[src/rtl/ahbl_sram_pkg.sv]
// Shared constants, FSM state type and helpers for the AHB-Lite to fabric SRAM bridge.
package ahbl_sram_pkg;

  localparam logic [1:0] HTRANS_NONSEQ = 2'b10;
  localparam logic [1:0] HTRANS_SEQ    = 2'b11;

  localparam logic [2:0] HSIZE_WORD  = 3'b010;
  localparam logic [2:0] HSIZE_DWORD = 3'b011;

  localparam logic [1:0] HRESP_OKAY  = 2'b00;
  localparam logic [1:0] HRESP_ERROR = 2'b01;

  typedef enum logic [2:0] {
    ST_IDLE    = 3'd0,
    ST_WR      = 3'd1,
    ST_RD_WAIT = 3'd2,
    ST_ERR1    = 3'd3,
    ST_ERR2    = 3'd4
  } state_e;

  // Smallest r such that 2**r >= v.
  function automatic int unsigned ceil_log2(input int unsigned v);
    int unsigned r;
    r = 0;
    for (int unsigned i = 0; i < 32; i++) begin
      if ((64'(1) << i) < 64'(v)) r = i + 1;
    end
    return r;
  endfunction

endpackage

[src/rtl/ahbl_sram_bridge_if.sv]
// AHB-Lite signal bundle between the interconnect (master view) and the SRAM bridge (slave view).
interface ahbl_sram_bridge_if #(
  parameter int unsigned DATA_WIDTH = 32,
  parameter int unsigned ADDR_WIDTH = 32
);

  logic                  HSEL;
  logic                  HREADYIN;
  logic [1:0]            HTRANS;
  logic [2:0]            HBURST;
  logic [2:0]            HSIZE;
  logic [ADDR_WIDTH-1:0] HADDR;
  logic                  HWRITE;
  logic [DATA_WIDTH-1:0] HWDATA;
  logic                  HREADYOUT;
  logic [1:0]            HRESP;
  logic [DATA_WIDTH-1:0] HRDATA;

  modport master (
    output HSEL, HREADYIN, HTRANS, HBURST, HSIZE, HADDR, HWRITE, HWDATA,
    input  HREADYOUT, HRESP, HRDATA
  );

  modport slave (
    input  HSEL, HREADYIN, HTRANS, HBURST, HSIZE, HADDR, HWRITE, HWDATA,
    output HREADYOUT, HRESP, HRDATA
  );

endinterface

[src/rtl/ahbl_sram_byteen.sv]
// HSIZE + low address bits to SRAM byte-lane enables, plus size/alignment legality.
// Oversize HSIZE is clamped to the bus width and misaligned offsets are truncated.
module ahbl_sram_byteen
  import ahbl_sram_pkg::*;
#(
  parameter  int unsigned DATA_WIDTH = 32,
  localparam int unsigned NB         = DATA_WIDTH / 8,
  localparam int unsigned BL         = ceil_log2(NB)
) (
  input  logic [2:0]    size_i,
  input  logic [BL-1:0] off_i,
  output logic [NB-1:0] byteen_o,
  output logic          legal_o
);

  logic [2:0]    max_size;
  logic [2:0]    eff_size;
  logic [BL-1:0] size_mask;
  logic [BL-1:0] off_al;
  int unsigned   nbytes;

  always_comb begin
    byteen_o  = '0;
    max_size  = (NB == 8) ? HSIZE_DWORD : HSIZE_WORD;
    eff_size  = (size_i > max_size) ? max_size : size_i;
    nbytes    = 32'(1) << eff_size;
    size_mask = BL'(nbytes - 32'(1));
    off_al    = off_i & ~size_mask;
    for (int unsigned i = 0; i < NB; i++) begin
      byteen_o[i] = (i >= 32'(off_al)) && (i < (32'(off_al) + nbytes));
    end
    legal_o = (size_i <= max_size) && ((off_i & size_mask) == '0);
  end

endmodule

[src/rtl/ahbl_sram_bridge.sv]
// AHB-Lite slave to single-port fabric SRAM bridge with RD_LAT read wait states and byte lanes.
// Define AHBL_SRAM_RANGE_ERR_EN to answer out-of-range/oversize/misaligned transfers with ERROR.
module ahbl_sram_bridge
  import ahbl_sram_pkg::*;
#(
  parameter  int unsigned DATA_WIDTH = 32,
  parameter  int unsigned ADDR_WIDTH = 32,
  parameter  int unsigned MEM_DEPTH  = 65536,
  parameter  int unsigned RD_LAT     = 1,
  localparam int unsigned NB         = DATA_WIDTH / 8,
  localparam int unsigned BL         = ceil_log2(NB),
  localparam int unsigned MEM_AWIDTH = ceil_log2(MEM_DEPTH)
) (
  input  logic                  HCLK,
  input  logic                  HRESET,
  ahbl_sram_bridge_if.slave     ahb,
  output logic                  mem_ren,
  output logic                  mem_wen,
  output logic [MEM_AWIDTH-1:0] mem_addr,
  output logic [NB-1:0]         mem_byteen,
  output logic [DATA_WIDTH-1:0] mem_wdata,
  input  logic [DATA_WIDTH-1:0] mem_rdata
);

  state_e                  state_q, state_d;
  logic [1:0]              cnt_q, cnt_d;
  logic [MEM_AWIDTH-1:0]   waddr_q, waddr_d;
  logic [NB-1:0]           byteen_q, byteen_d;
  logic [DATA_WIDTH-1:0]   hrdata_q, hrdata_d;

  logic                    accept_c;
  logic                    ready_c;
  logic                    rd_last_c;
  logic                    illegal_c;
  logic [NB-1:0]           dec_byteen;
  logic                    dec_legal;

  logic                    hreadyout_c;
  logic [1:0]              hresp_c;
  logic [DATA_WIDTH-1:0]   hrdata_c;

  ahbl_sram_byteen #(
    .DATA_WIDTH (DATA_WIDTH)
  ) u_byteen (
    .size_i   (ahb.HSIZE),
    .off_i    (ahb.HADDR[BL-1:0]),
    .byteen_o (dec_byteen),
    .legal_o  (dec_legal)
  );

`ifdef AHBL_SRAM_RANGE_ERR_EN
  assign illegal_c = !dec_legal || (64'(ahb.HADDR >> BL) >= 64'(MEM_DEPTH));
  logic unused_ok;
  assign unused_ok = ^ahb.HBURST;
`else
  assign illegal_c = 1'b0;
  logic unused_ok;
  assign unused_ok = ^{ahb.HBURST, dec_legal, ahb.HADDR[ADDR_WIDTH-1:MEM_AWIDTH+BL]};
`endif

  assign accept_c  = ahb.HSEL && ahb.HREADYIN &&
                     ((ahb.HTRANS == HTRANS_NONSEQ) || (ahb.HTRANS == HTRANS_SEQ));
  assign rd_last_c = (state_q == ST_RD_WAIT) && (cnt_q == 2'(RD_LAT));
  // A new address phase can only land in a cycle where this slave drives HREADYOUT=1.
  assign ready_c   = (state_q == ST_IDLE) || (state_q == ST_WR) ||
                     (state_q == ST_ERR2) || rd_last_c;

  // State register
  always_ff @(posedge HCLK) begin
    if (HRESET) state_q <= ST_IDLE;
    else        state_q <= state_d;
  end

  // Next-state logic
  always_comb begin
    state_d = state_q;
    if (state_q == ST_ERR1) begin
      state_d = ST_ERR2;
    end else if (ready_c) begin
      if (!accept_c)       state_d = ST_IDLE;
      else if (illegal_c)  state_d = ST_ERR1;
      else if (ahb.HWRITE) state_d = ST_WR;
      else                 state_d = ST_RD_WAIT;
    end
  end

  // Data-phase registers: address/lanes, read-latency counter, held read data
  always_comb begin
    waddr_d  = waddr_q;
    byteen_d = byteen_q;
    cnt_d    = cnt_q;
    hrdata_d = hrdata_q;
    if ((state_q == ST_RD_WAIT) && !rd_last_c) cnt_d = cnt_q + 2'd1;
    if (rd_last_c) hrdata_d = mem_rdata;
    if (ready_c && accept_c) begin
      waddr_d  = ahb.HADDR[MEM_AWIDTH+BL-1:BL];
      byteen_d = dec_byteen;
      cnt_d    = '0;
    end
  end

  always_ff @(posedge HCLK) begin
    if (HRESET) begin
      waddr_q  <= '0;
      byteen_q <= '0;
      cnt_q    <= '0;
      hrdata_q <= '0;
    end else begin
      waddr_q  <= waddr_d;
      byteen_q <= byteen_d;
      cnt_q    <= cnt_d;
      hrdata_q <= hrdata_d;
    end
  end

  // Output decode; reset forces the idle bus/SRAM values in the same cycle
  always_comb begin
    hreadyout_c = 1'b1;
    hresp_c     = HRESP_OKAY;
    hrdata_c    = hrdata_q;
    mem_ren     = 1'b0;
    mem_wen     = 1'b0;
    mem_addr    = '0;
    mem_byteen  = '0;
    mem_wdata   = '0;
    if (HRESET) begin
      hrdata_c = '0;
    end else begin
      case (state_q)
        ST_WR: begin
          mem_wen    = 1'b1;
          mem_addr   = waddr_q;
          mem_byteen = byteen_q;
          mem_wdata  = ahb.HWDATA;
        end
        ST_RD_WAIT: begin
          mem_ren     = (cnt_q == 2'd0);
          mem_addr    = waddr_q;
          mem_byteen  = byteen_q;
          hreadyout_c = rd_last_c;
          if (rd_last_c) hrdata_c = mem_rdata;
        end
        ST_ERR1: begin
          hreadyout_c = 1'b0;
          hresp_c     = HRESP_ERROR;
        end
        ST_ERR2: begin
          hresp_c = HRESP_ERROR;
        end
        default: ;
      endcase
    end
  end

  assign ahb.HREADYOUT = hreadyout_c;
  assign ahb.HRESP     = hresp_c;
  assign ahb.HRDATA    = hrdata_c;

endmodule

[src/flat_wrapper.sv]
// flat-port wrapper written by rule: the top's interface ports become plain ports
module ahbl_sram_bridge_flat import ahbl_sram_pkg::*;
#(
  parameter  int unsigned DATA_WIDTH = 32,
  parameter  int unsigned ADDR_WIDTH = 32,
  parameter  int unsigned MEM_DEPTH  = 65536,
  parameter  int unsigned RD_LAT     = 1,
  localparam int unsigned NB         = DATA_WIDTH / 8,
  localparam int unsigned BL         = ceil_log2(NB),
  localparam int unsigned MEM_AWIDTH = ceil_log2(MEM_DEPTH)
)
  (HCLK, HRESET, mem_ren, mem_wen, mem_addr, mem_byteen, mem_wdata, mem_rdata, ahb_HSEL, ahb_HREADYIN, ahb_HTRANS, ahb_HBURST, ahb_HSIZE, ahb_HADDR, ahb_HWRITE, ahb_HWDATA, ahb_HREADYOUT, ahb_HRESP, ahb_HRDATA);
  ahbl_sram_bridge_if #(.DATA_WIDTH(DATA_WIDTH), .ADDR_WIDTH(ADDR_WIDTH)) ahb_i ();
  input  logic HCLK;
  input  logic HRESET;
  output logic mem_ren;
  output logic mem_wen;
  output logic [MEM_AWIDTH-1:0] mem_addr;
  output logic [NB-1:0] mem_byteen;
  output logic [DATA_WIDTH-1:0] mem_wdata;
  input  logic [DATA_WIDTH-1:0] mem_rdata;
  input wire logic [$bits(ahb_i.HSEL)-1:0] ahb_HSEL;
  input wire logic [$bits(ahb_i.HREADYIN)-1:0] ahb_HREADYIN;
  input wire logic [$bits(ahb_i.HTRANS)-1:0] ahb_HTRANS;
  input wire logic [$bits(ahb_i.HBURST)-1:0] ahb_HBURST;
  input wire logic [$bits(ahb_i.HSIZE)-1:0] ahb_HSIZE;
  input wire logic [$bits(ahb_i.HADDR)-1:0] ahb_HADDR;
  input wire logic [$bits(ahb_i.HWRITE)-1:0] ahb_HWRITE;
  input wire logic [$bits(ahb_i.HWDATA)-1:0] ahb_HWDATA;
  output wire logic [$bits(ahb_i.HREADYOUT)-1:0] ahb_HREADYOUT;
  output wire logic [$bits(ahb_i.HRESP)-1:0] ahb_HRESP;
  output wire logic [$bits(ahb_i.HRDATA)-1:0] ahb_HRDATA;
  assign ahb_i.HSEL = ahb_HSEL;
  assign ahb_i.HREADYIN = ahb_HREADYIN;
  assign ahb_i.HTRANS = ahb_HTRANS;
  assign ahb_i.HBURST = ahb_HBURST;
  assign ahb_i.HSIZE = ahb_HSIZE;
  assign ahb_i.HADDR = ahb_HADDR;
  assign ahb_i.HWRITE = ahb_HWRITE;
  assign ahb_i.HWDATA = ahb_HWDATA;
  assign ahb_HREADYOUT = ahb_i.HREADYOUT;
  assign ahb_HRESP = ahb_i.HRESP;
  assign ahb_HRDATA = ahb_i.HRDATA;
  ahbl_sram_bridge #(.DATA_WIDTH(DATA_WIDTH), .ADDR_WIDTH(ADDR_WIDTH), .MEM_DEPTH(MEM_DEPTH), .RD_LAT(RD_LAT)) u_core (.HCLK(HCLK), .HRESET(HRESET), .ahb(ahb_i), .mem_ren(mem_ren), .mem_wen(mem_wen), .mem_addr(mem_addr), .mem_byteen(mem_byteen), .mem_wdata(mem_wdata), .mem_rdata(mem_rdata));
endmodule
[config.mk]
export PLATFORM = sky130hd
export DESIGN_NAME = ahbl_sram_bridge_flat
export DESIGN_NICKNAME = d
export VERILOG_FILES = /design/src/rtl/ahbl_sram_pkg.sv /design/src/rtl/ahbl_sram_bridge_if.sv /design/src/rtl/ahbl_sram_byteen.sv /design/src/rtl/ahbl_sram_bridge.sv /design/src/flat_wrapper.sv
export SDC_FILE = /design/constraint.sdc
export NUM_CORES = 1
export LEC_CHECK = 0
export BUFFER_PORTS_ARGS = -buffer_cell sky130_fd_sc_hd__buf_2
export CAP_MARGIN = 20
export CORE_MARGIN = 2
export CORE_UTILIZATION = 40
export DETAILED_ROUTE_END_ITERATION = 16
export GPL_ROUTABILITY_DRIVEN = 0
export PLACE_DENSITY = 0.88
export SLEW_MARGIN = 10
export SYNTH_ARGS = -nofsm -noshare
export SYNTH_HDL_FRONTEND = slang
export SYNTH_SLANG_ARGS = --single-unit
export TNS_END_PERCENT = 5
[constraint.sdc]
create_clock -name HCLK -period 2.84 [get_ports HCLK]
set_clock_uncertainty 0.1 [all_clocks]
set_input_delay 0.142 -clock HCLK [delete_from_list [all_inputs] [get_ports HCLK]]
set_output_delay 0.142 -clock HCLK [all_outputs]
set_load 0.01 [all_outputs]
==> results by group <==
Status
  • Status: finished clean

Yosys
  • Synth async-reset ratio: 0
  • Post-Syn Nets: about 480
  • Sequential cell area fraction in the yosys report: 0.406
  • Most common flop cell mapped by yosys: dfxtp_1
  • Netlist cell types: 31
  • Number of synthesized flops with an enable pin: 0
  • Cell Area, Synth: roughly 2800 um2
  • Yosys warning count: 0
  • Mapped Avg Cell Area: between 7 and 8 um2
  • Synthesized instance count: between 300 and 400
  • Flops & latches, synth: 57

Final layout
  • Fill cells: between 500 and 600
  • Multi-input combinational cell area: about 1500 um2
  • Share of cells above drive strength 1: 0.350
  • Synth-to-Final Area Change: 58.0%
  • Fin area: about 4400 um2
  • Post-Layout Cell Count: between 600 and 700
  • Most common cell after layout, fill and taps aside: buf_2
  • Most frequent cells in the layout: 178 x buf_2, 70 x a21oi_1, 69 x nand2_1
  • Diodes inserted: 0
  • Nets: around 700
  • Seq. cell area: between 1000 and 1500 um2

STA
  • Final setup viols: 0
  • Worst slew margin: 0.588
  • Final Hold Violating Endpoints: 0
  • FMAX: approximately 400 MHz
  • Final setup TNS: 0 ns
  • Final Critical Period: between 2 and 3 ns
  • Final worst path period share: 0.901
  • RSZ-0062 raised after global routing: false
  • Count of pins over their slew limit: 0
  • Worst Tran Pin Value: about 0.62 ns

Critical path
  • Critical path class: reg2out
  • WP data required: between 2 and 3 ns
  • Cell breakdown of the critical path: nor3b_1, nand2_1, buf_12, nand2_1, a21oi_1, buf_2
  • Worst setup EP type: primary output
  • Cell repeated most along the worst path: nand2_1
  • Worst Path Max Fanout: 20
  • CP startpoint kind: register
  • Slowest cell delay on critical path: roughly 0.61 ns
  • CP max stage cell: dfxtp_1
  • CP Data Arrival Time: 2.32 ns

Clock tree
  • Setup Buffers After CTS: 0
  • Clock sinks: 57
  • Worst skew pair latency: roughly 0.33 ns
  • Clk root buf: clkbuf_8
  • CTS tree: yes
  • CTS Buffer Depth: 2
  • CTS buffer count: 9
  • H-tree levels: 3
  • Clock transition at the registers of the reported paths: ~0.070 ns

Detailed routing
  • Via density per instance: 4.70
  • Pre-antenna DRT Iters: 5
  • Initial DRC count: approximately 130
  • WL per Instance: between 10 and 15 um
  • Drt total wl: roughly 8500 um
  • DRC: 0
  • DR vias: roughly 3200
  • ANT nets after route: 0

Placed design
  • Placed Area: about 3800 um2
  • PortBufs: about 180
  • Placed cell count: 617
  • DP Wirelength: ~5400 um

Power
  • Maximum VDD drop: between 0.2 and 0.3 mV
  • PwrDens: roughly 380 nW/um2
  • Leak pwr: 0.00209 uW

Floorplan
  • Rows: 30
  • Die Wd: approximately 88 um
  • IO Count: approximately 200
  • Die area: 7710 um2
  • Die height: around 90 um
  • Core area: ~6800 um2
  • Initial Util: 0.414

Global route
  • Largest net degree at the start of global routing: 39
  • Via count of the first global-routing pass: between 2000 and 3000
  • Antenna violations before repair: 0
  • First-pass GRT wire length: between 10000 and 15000 um
  • Grt total ovfl: 0
  • Total GRT Usage: 0.212

Hold path
  • Tightest Hold Check Type: in2reg

Run
  • Max-cap violations: 0
[cell families after synthesis]
logic type	Yosys count	synth area share
flops	57	0.406
simple gates	166	0.288
xor+xnor	3	0.00935
other cells	1	0.00133
compound gates	83	0.163
mux	18	0.0641
fa+ha+maj	3	0.0134
buf+inv	32	0.0543
[critical path, delay by kind of cell, from the launching register on]
kind            cells  cell delay (ns)
compound gates      1             0.07
buf+inv             2             0.47
simple gates        3             0.84
flops               1             0.61
[power by group]
group	switching [uW]	internal (uW)
Combinational	85.3	120
Clock	339	341
Sequential	8.52	812
Total	433	1270
[sequential cells by signal (all words and copies together) (netlist names)]
| signal | cells |
|---|---|
| u_core.cnt_q | 2 |
| u_core.hrdata_q | 32 |
| u_core.state_q | 3 |
| u_core.byteen_q | 4 |
| u_core.waddr_q | 16 |
[metrics by stage]
stage,util,setup slack (ns),hold slack [ns],power (uW)
CTS,0.654,0.221,0.0911,1730
finish,0.654,0.281,0.109,1710
global route,0.654,0.00340,0.144,1790
floorplan,-,1.09,0.189,909
global placement,0.555,0.650,0.275,980
detailed placement,0.555,0.608,0.288,986
[cells in the mapped netlist (4+ instances only)]
cell / number / share of area
a21oi_1: 70 / 0.12
and2_1: 54 / 0.12
clkbuf_1: 19 / 0.025
mux2i_1: 18 / 0.064
buf_2: 5 / 0.0089
inv_1: 4 / 0.0053
nor2_1: 22 / 0.029
nand2_1: 69 / 0.092
nor3_1: 7 / 0.012
nand2b_1: 6 / 0.013
dfxtp_1: 57 / 0.41
[final cells by class]
| type | count | area share |
|---|---|---|
| Tap cell | 96 | 0.0270 |
| Sequential cell | 57 | 0.257 |
| Clock inverter | 6 | 0.00958 |
| Clock buffer | 10 | 0.0310 |
| Timing Repair Buffer | 235 | 0.330 |
| Multi-Input combinational cell | 274 | 0.342 |
| Inverter | 4 | 0.00338 |
[path summary, 6_finish.rpt]
kind	startpoint	depth (start not counted)	endpoint	slack, ns
setup / recovery	u_core.state_q[1]$_SDFFE_PP0P_	6	ahb_HRDATA[3]	0.28
hold / removal	ahb_HADDR[1]	4	u_core.byteen_q[1]$_SDFFE_PP0P_	0.11
setup reg to reg	u_core.state_q[1]$_SDFFE_PP0P_	5	u_core.hrdata_q[4]$_SDFF_PP0_	0.78
hold reg to reg	u_core.hrdata_q[6]$_SDFF_PP0_	2	u_core.hrdata_q[6]$_SDFF_PP0_	0.37
[routing by layer]
layer	part of all wire	global-route usage	vias to the layer above
met1	0.40	0.223	1416
met5	0	0	-
li1	-	-	1636
met2	0.51	0.399	126
met4	0.024	0.0979	0
met3	0.063	0.0452	28
[what timing repair did]
item | 4_1_cts | 5_1_grt
gates resized for setup | 0 | 1
hold buffers | 49 | 0
endpoints found under the setup margin | 0 | 4
hold endpoints to repair | 49 | 0
Power figures use the tool's default switching activity.
